--- src/rtl/if_stage.sv ---
// rtl/if_stage.sv - instruction fetch stage: byte-serial fetch from memory, little-endian assembly,
// valid/stall handshake to decode; IF_ICACHE_EN adds a direct-mapped instruction cache.
module if_stage #(
  parameter int ICACHE_IDX_W = 6
) (
  input  logic        clk,
  input  logic        rst,
  input  logic        rdy,
  input  logic [31:0] pc_i,
  input  logic        pc_valid_i,
  input  logic        flush_i,
  input  logic        id_stall_i,
  output logic        stall_o,
  output logic        mem_req_o,
  output logic [31:0] mem_addr_o,
  input  logic        mem_dv_i,
  input  logic [7:0]  mem_data_i,
  output logic [31:0] inst_o,
  output logic [31:0] inst_pc_o,
  output logic        inst_valid_o
);

  typedef enum logic [2:0] {S_IDLE, S_REQ, S_WAIT, S_HOLD, S_DRAIN} state_t;

  state_t      r_state;
  state_t      w_state_nxt;
  logic [31:0] r_pc;
  logic [31:0] r_inst;
  logic [1:0]  r_k;
  logic        w_start;
  logic        w_byte_wr;
  logic        w_refill;
  logic        w_hit;
  logic [31:0] w_hit_data;

  if (ICACHE_IDX_W < 1 || ICACHE_IDX_W > 29) begin : g_bad_idx_w
    $error("ICACHE_IDX_W out of range");
  end

`ifdef IF_ICACHE_EN
  localparam int SETS  = 1 << ICACHE_IDX_W;
  localparam int TAG_W = 30 - ICACHE_IDX_W;

  logic [TAG_W-1:0]        r_tag  [SETS];
  logic [31:0]             r_data [SETS];
  logic [SETS-1:0]         r_cvalid;
  logic [ICACHE_IDX_W-1:0] w_rd_idx;
  logic [ICACHE_IDX_W-1:0] w_wr_idx;
  logic [31:0]             w_fill_word;

  // Lookup uses the incoming PC so a hit can go straight to HOLD
  assign w_rd_idx    = pc_i[ICACHE_IDX_W+1:2];
  assign w_wr_idx    = r_pc[ICACHE_IDX_W+1:2];
  assign w_hit       = r_cvalid[w_rd_idx] && (r_tag[w_rd_idx] == pc_i[31:ICACHE_IDX_W+2]);
  assign w_hit_data  = r_data[w_rd_idx];
  assign w_fill_word = {mem_data_i, r_inst[23:0]};

  always_ff @(posedge clk) begin
    if (rst) begin
      r_cvalid <= '0;
    end else if (rdy && w_refill) begin
      r_cvalid[w_wr_idx] <= 1'b1;
    end
  end

  always_ff @(posedge clk) begin
    if (rdy && w_refill) begin
      r_tag[w_wr_idx]  <= r_pc[31:ICACHE_IDX_W+2];
      r_data[w_wr_idx] <= w_fill_word;
    end
  end
`else
  assign w_hit      = 1'b0;
  assign w_hit_data = '0;
`endif

  always_ff @(posedge clk) begin
    if (rst) begin
      r_state <= S_IDLE;
    end else if (rdy) begin
      r_state <= w_state_nxt;
    end
  end

  always_comb begin
    w_state_nxt = r_state;
    w_start     = 1'b0;
    w_byte_wr   = 1'b0;
    w_refill    = 1'b0;
    case (r_state)
      S_IDLE: begin
        if (!flush_i && pc_valid_i) begin
          w_start     = 1'b1;
          w_state_nxt = w_hit ? S_HOLD : S_REQ;
        end
      end
      S_REQ: begin
        w_state_nxt = flush_i ? S_IDLE : S_WAIT;
      end
      S_WAIT: begin
        // A byte landing in the flush cycle leaves nothing outstanding, so skip DRAIN
        if (flush_i) begin
          w_state_nxt = mem_dv_i ? S_IDLE : S_DRAIN;
        end else if (mem_dv_i) begin
          w_byte_wr = 1'b1;
          if (r_k == 2'd3) begin
            w_refill    = 1'b1;
            w_state_nxt = S_HOLD;
          end else begin
            w_state_nxt = S_REQ;
          end
        end
      end
      S_HOLD: begin
        if (flush_i) begin
          w_state_nxt = S_IDLE;
        end else if (!id_stall_i) begin
          if (pc_valid_i) begin
            w_start     = 1'b1;
            w_state_nxt = w_hit ? S_HOLD : S_REQ;
          end else begin
            w_state_nxt = S_IDLE;
          end
        end
      end
      S_DRAIN: begin
        if (mem_dv_i) begin
          w_state_nxt = S_IDLE;
        end
      end
      default: w_state_nxt = S_IDLE;
    endcase
  end

  always_ff @(posedge clk) begin
    if (rst) begin
      r_pc   <= '0;
      r_inst <= '0;
      r_k    <= '0;
    end else if (rdy) begin
      if (w_start) begin
        r_pc <= pc_i;
        r_k  <= 2'd0;
        if (w_hit) begin
          r_inst <= w_hit_data;
        end
      end
      if (w_byte_wr) begin
        r_inst[{r_k, 3'b000} +: 8] <= mem_data_i;
        r_k                        <= r_k + 2'd1;
      end
    end
  end

  // A flush in REQ withholds the request so no stray byte comes back later
  assign mem_req_o    = rdy && (r_state == S_REQ) && !flush_i;
  assign mem_addr_o   = r_pc + {30'd0, r_k};
  assign stall_o      = (r_state != S_IDLE) || flush_i;
  assign inst_valid_o = (r_state == S_HOLD);
  assign inst_o       = r_inst;
  assign inst_pc_o    = r_pc;

endmodule

--- config.mk ---
export PLATFORM = sky130hd
export DESIGN_NAME = if_stage
export DESIGN_NICKNAME = d
export VERILOG_FILES = /design/src/rtl/if_stage.sv
export SDC_FILE = /design/constraint.sdc
export NUM_CORES = 1
export LEC_CHECK = 0
export BUFFER_PORTS_ARGS = -buffer_cell sky130_fd_sc_hd__buf_4
export CELL_PAD_IN_SITES_DETAIL_PLACEMENT = 0
export CELL_PAD_IN_SITES_GLOBAL_PLACEMENT = 2
export CORE_UTILIZATION = 27
export CTS_CLUSTER_DIAMETER = 120
export DETAILED_ROUTE_END_ITERATION = 16
export GPL_TIMING_DRIVEN = 0
export MAX_ROUTING_LAYER = met4
export PLACE_DENSITY_LB_ADDON = 0.1
export SLEW_MARGIN = 15
export SYNTH_ARGS = -nofsm -noshare
export SYNTH_HDL_FRONTEND = slang
export SYNTH_SLANG_ARGS = --single-unit
--- constraint.sdc ---
create_clock -name clk -period 6.34 [get_ports clk]
set_input_delay 1.268 -clock clk [delete_from_list [all_inputs] [get_ports clk]]
set_output_delay 1.268 -clock clk [all_outputs]
set_load 0.01 [all_outputs]
==> results.py <==
metrics = {
    "power_and_ir_drop": {
        "finalPower_mw": 1.105,
        "p_sw_mw": 0.2614,
        "swShare_pct": 23.67,
        "p_int_mw": 0.8432,
        "static-leakage-power_nw": 2.036,
        "ir_drop_mv": 0.1305,
        "clkPwrFrac_pct": 50.3,
        "combPwrFrac_pct": 8.6,
        "p_seq_share_pct": 41.0,
        "powerDensity_nw_per_um2": 225.6,
    },
    "run": {
        "cap_violations": 0,
    },
    "sta": {
        "rsz0062_at_grt": "false",
        "clock.fmax_ghz": 0.2319,
        "setup-tns-final_ps": 0,
        "slew_headroom_pct": 39.68,
        "hold_viol": 0,
        "min_period_over_period_pct": 68.02,
        "clock_skew_ps": 9.814,
        "setup_slack_ps": 2028,
        "setup_viol": 0,
        "worst_pin_slew_ps": 896.5,
        "slew_viol_final": 0,
        "fin_crit_ps": 4312,
    },
    "setup_path": {
        "reg2reg_slack_ps": 4110,
        "path_cells": "ha_1 -> inv_1 -> fa_1 -> and4b_1 -> nor3b_2 -> nand2b_1 -> nor3_1 -> xor2_1 -> buf_4",
        "required_ps": 5070,
        "cp_max_fo": 6,
        "start_kind": "flip-flop",
        "slowest_delay_ps": 480,
        "criticalPathCategory": "flip-flop to output pin",
        "crit_path_end_kind": "output pin",
        "worst_path_max_delay_cell": "dfxtp_1",
        "arrival_ps": 3040,
        "cp.buffers_inverters": 2,
        "path_delay_family": "simple AND/OR/NAND/NOR gates",
    },
    "clocking": {
        "root_buffer": "clkbuf_16",
        "clk_pin_slew_ps": 70,
        "clock_latency_ps": 350,
        "post_cts_resized": 0,
        "htreeDepth": 3,
        "hold_buffers": 0,
        "cts_buffer_depth": 2,
        "cts_buffers": 9,
        "cts_setup_buffers": 0,
        "cts_tree": "built",
        "cts.sinks": 69,
    },
    "placement": {
        "dp_slack_ps": 2334,
        "portBuffers": 144,
        "gp_congestion": 0.7513,
        "dpl.cell_count": 719,
        "place_hpwl_um": 8267,
    },
    "detailed_routing": {
        "vias_per_cell": 4.731,
        "ant_nets": 0,
        "route.detailed.drc": 0,
        "wl_um": 11000,
        "dr.pass1.iters": 4,
        "vias": 3477,
        "drtIter0Drc": 164,
        "wl_per_cell_um": 14.97,
    },
    "global_route": {
        "busiest_layer": "met2",
        "grt_pass1_vias": 3218,
        "grt_usage_pct": 18.03,
        "antenna_found_initial": 0,
        "gr-usage-met2_pct": 29.22,
        "grt_max_degree": 13,
        "grtUsageMet3_pct": 3.456,
        "grt_pass1_wl_um": 17010,
        "grt_overflow": 0,
        "grt_use_met1_pct": 21.82,
    },
    "synth": {
        "synth_compound_area_share_pct": 12.45,
        "yosysUniqueCellTypes": 45,
        "synth-main-ff-cell": "dfxtp_1",
        "async_flop_share_pct": 0,
        "ys_ff_latch": 69,
        "netlist_instances": 428,
        "synth_top_area_cell": "dfxtp_1",
        "synth.area.top_cells": "dfxtp_1 42%, nand2_1 13%, a21oi_1 9.8%, nand3_1 6.5%, xnor2_1 5.6%",
        "synth_top_area_share_pct": 41.79,
        "synth_top_family_by_area": "simple AND/OR/NAND/NOR gates",
        "syn_area_um2": 3306,
        "yosysWarnings": 0,
        "synthMuxAreaShare_pct": 0.3407,
        "synth_fa_ha_area_share_pct": 3.255,
        "synth_simple_gate_area_share_pct": 30.20,
        "ys_seq_area_share_pct": 41.79,
        "syn_area_per_cell_um2": 7.724,
        "synth_xor_xnor_area_share_pct": 7.949,
        "synth_edf_count": 0,
        "syn-num-nets": 483,
    },
    "floorplan": {
        "die-height_um": 112.7,
        "core_area_um2": 11960,
        "rows": 40,
        "dieWidth_um": 112.7,
        "die-area_um2": 12690,
        "io_pins": 146,
        "initial_core_util_pct": 27.64,
    },
    "finish": {
        "layout_common_cells": "145 x buf_4, 118 x nand2_1, 69 x dfxtp_1",
        "fill_cells": 1324,
        "antenna_cells": 0,
        "drive_above_1_share_pct": 29.42,
        "fin_util_pct": 40.93,
        "finish.net_count": 638,
        "area_delta_synth_final_pct": 48.11,
        "seq_area_um2": 1381,
        "layout_commonest_cell": "buf_4",
        "multi_input_area_um2": 1792,
        "finalNonFillerCells": 735,
    },
    "worst_hold_path": {
        "hp-class": "flip-flop to flip-flop",
    },
    "outcome": {
        "status": "completed",
    },
}
## power groups by stage
stage                     clock [mW]  sequential (mW)  combinational [mW]
after floorplan                    0            0.463              0.0345
after global placement             0            0.462              0.0965
after detailed placement           0            0.462              0.0969
after CTS                      0.569            0.453              0.0970
after global routing           0.585            0.454               0.104
final                          0.556            0.453              0.0955
## registers in the layout, indices dropped and copies added, names as in the netlist
register	count
r_state	3
inst_pc_o	32
r_k	2
inst_o	32
## final timing paths
kind               from        endpoint  depth (start not counted)
max              r_k[0]  mem_addr_o[22]                          9
min          inst_o[13]      inst_o[13]                          2
max reg2reg      r_k[0]      inst_o[20]                          5
min reg2reg  inst_o[13]      inst_o[13]                          2
## kinds of logic (layout without fill, tap and decap cells)
logic type,after synthesis,after routing
AND/OR/NAND/NOR,215,215
adder cells (fa/ha/maj),8,8
XOR/XNOR,30,30
AO/OA/AOI/OAI,76,76
buffers and inverters,29,189
flip-flops,69,69
multiplexers,1,1
## tightest hold or removal path: cells and delay by family (launching register included)
family           cells  cell delay, ps
AO/OA/AOI/OAI        1              50
AND/OR/NAND/NOR      1              50
flip-flops           1             310
## routing by layer
metal	up-vias	routed length [um]
met5	-	0
met1	1595	5084
li1	1766	-
met3	15	509
met4	0	172
met2	101	5237
## cell type report
class / count / area share (%)
tap: 147 / 3.757
buffer: 21 / 2.096
inverter: 8 / 0.6133
sequential: 69 / 28.21
clock inverter: 6 / 1.763
multi-input combinational: 330 / 36.60
timing repair buffer: 144 / 22.08
clock buffer: 10 / 4.881
## cell usage after synthesis (4+ instances only)
cell type,number
a21oi_1,65
and3_1,4
buf_2,4
clkbuf_1,14
dfxtp_1,69
ha_1,7
inv_1,8
nand2_1,118
nand3_1,43
nand4_1,6
nor2_1,13
nor3_1,4
nor3b_1,4
xnor2_1,21
xor2_1,9
## through the flow
step | hold slack, ps | instance area [um^2]
finish | 450.5 | 4896
global route | 468.2 | 4896
CTS | 455.8 | 4896
detailed placement | 443.6 | 4571
global placement | 439.6 | 4571
floorplan | 476.1 | 3306
Note: power is estimated with default switching activity, not from simulation.
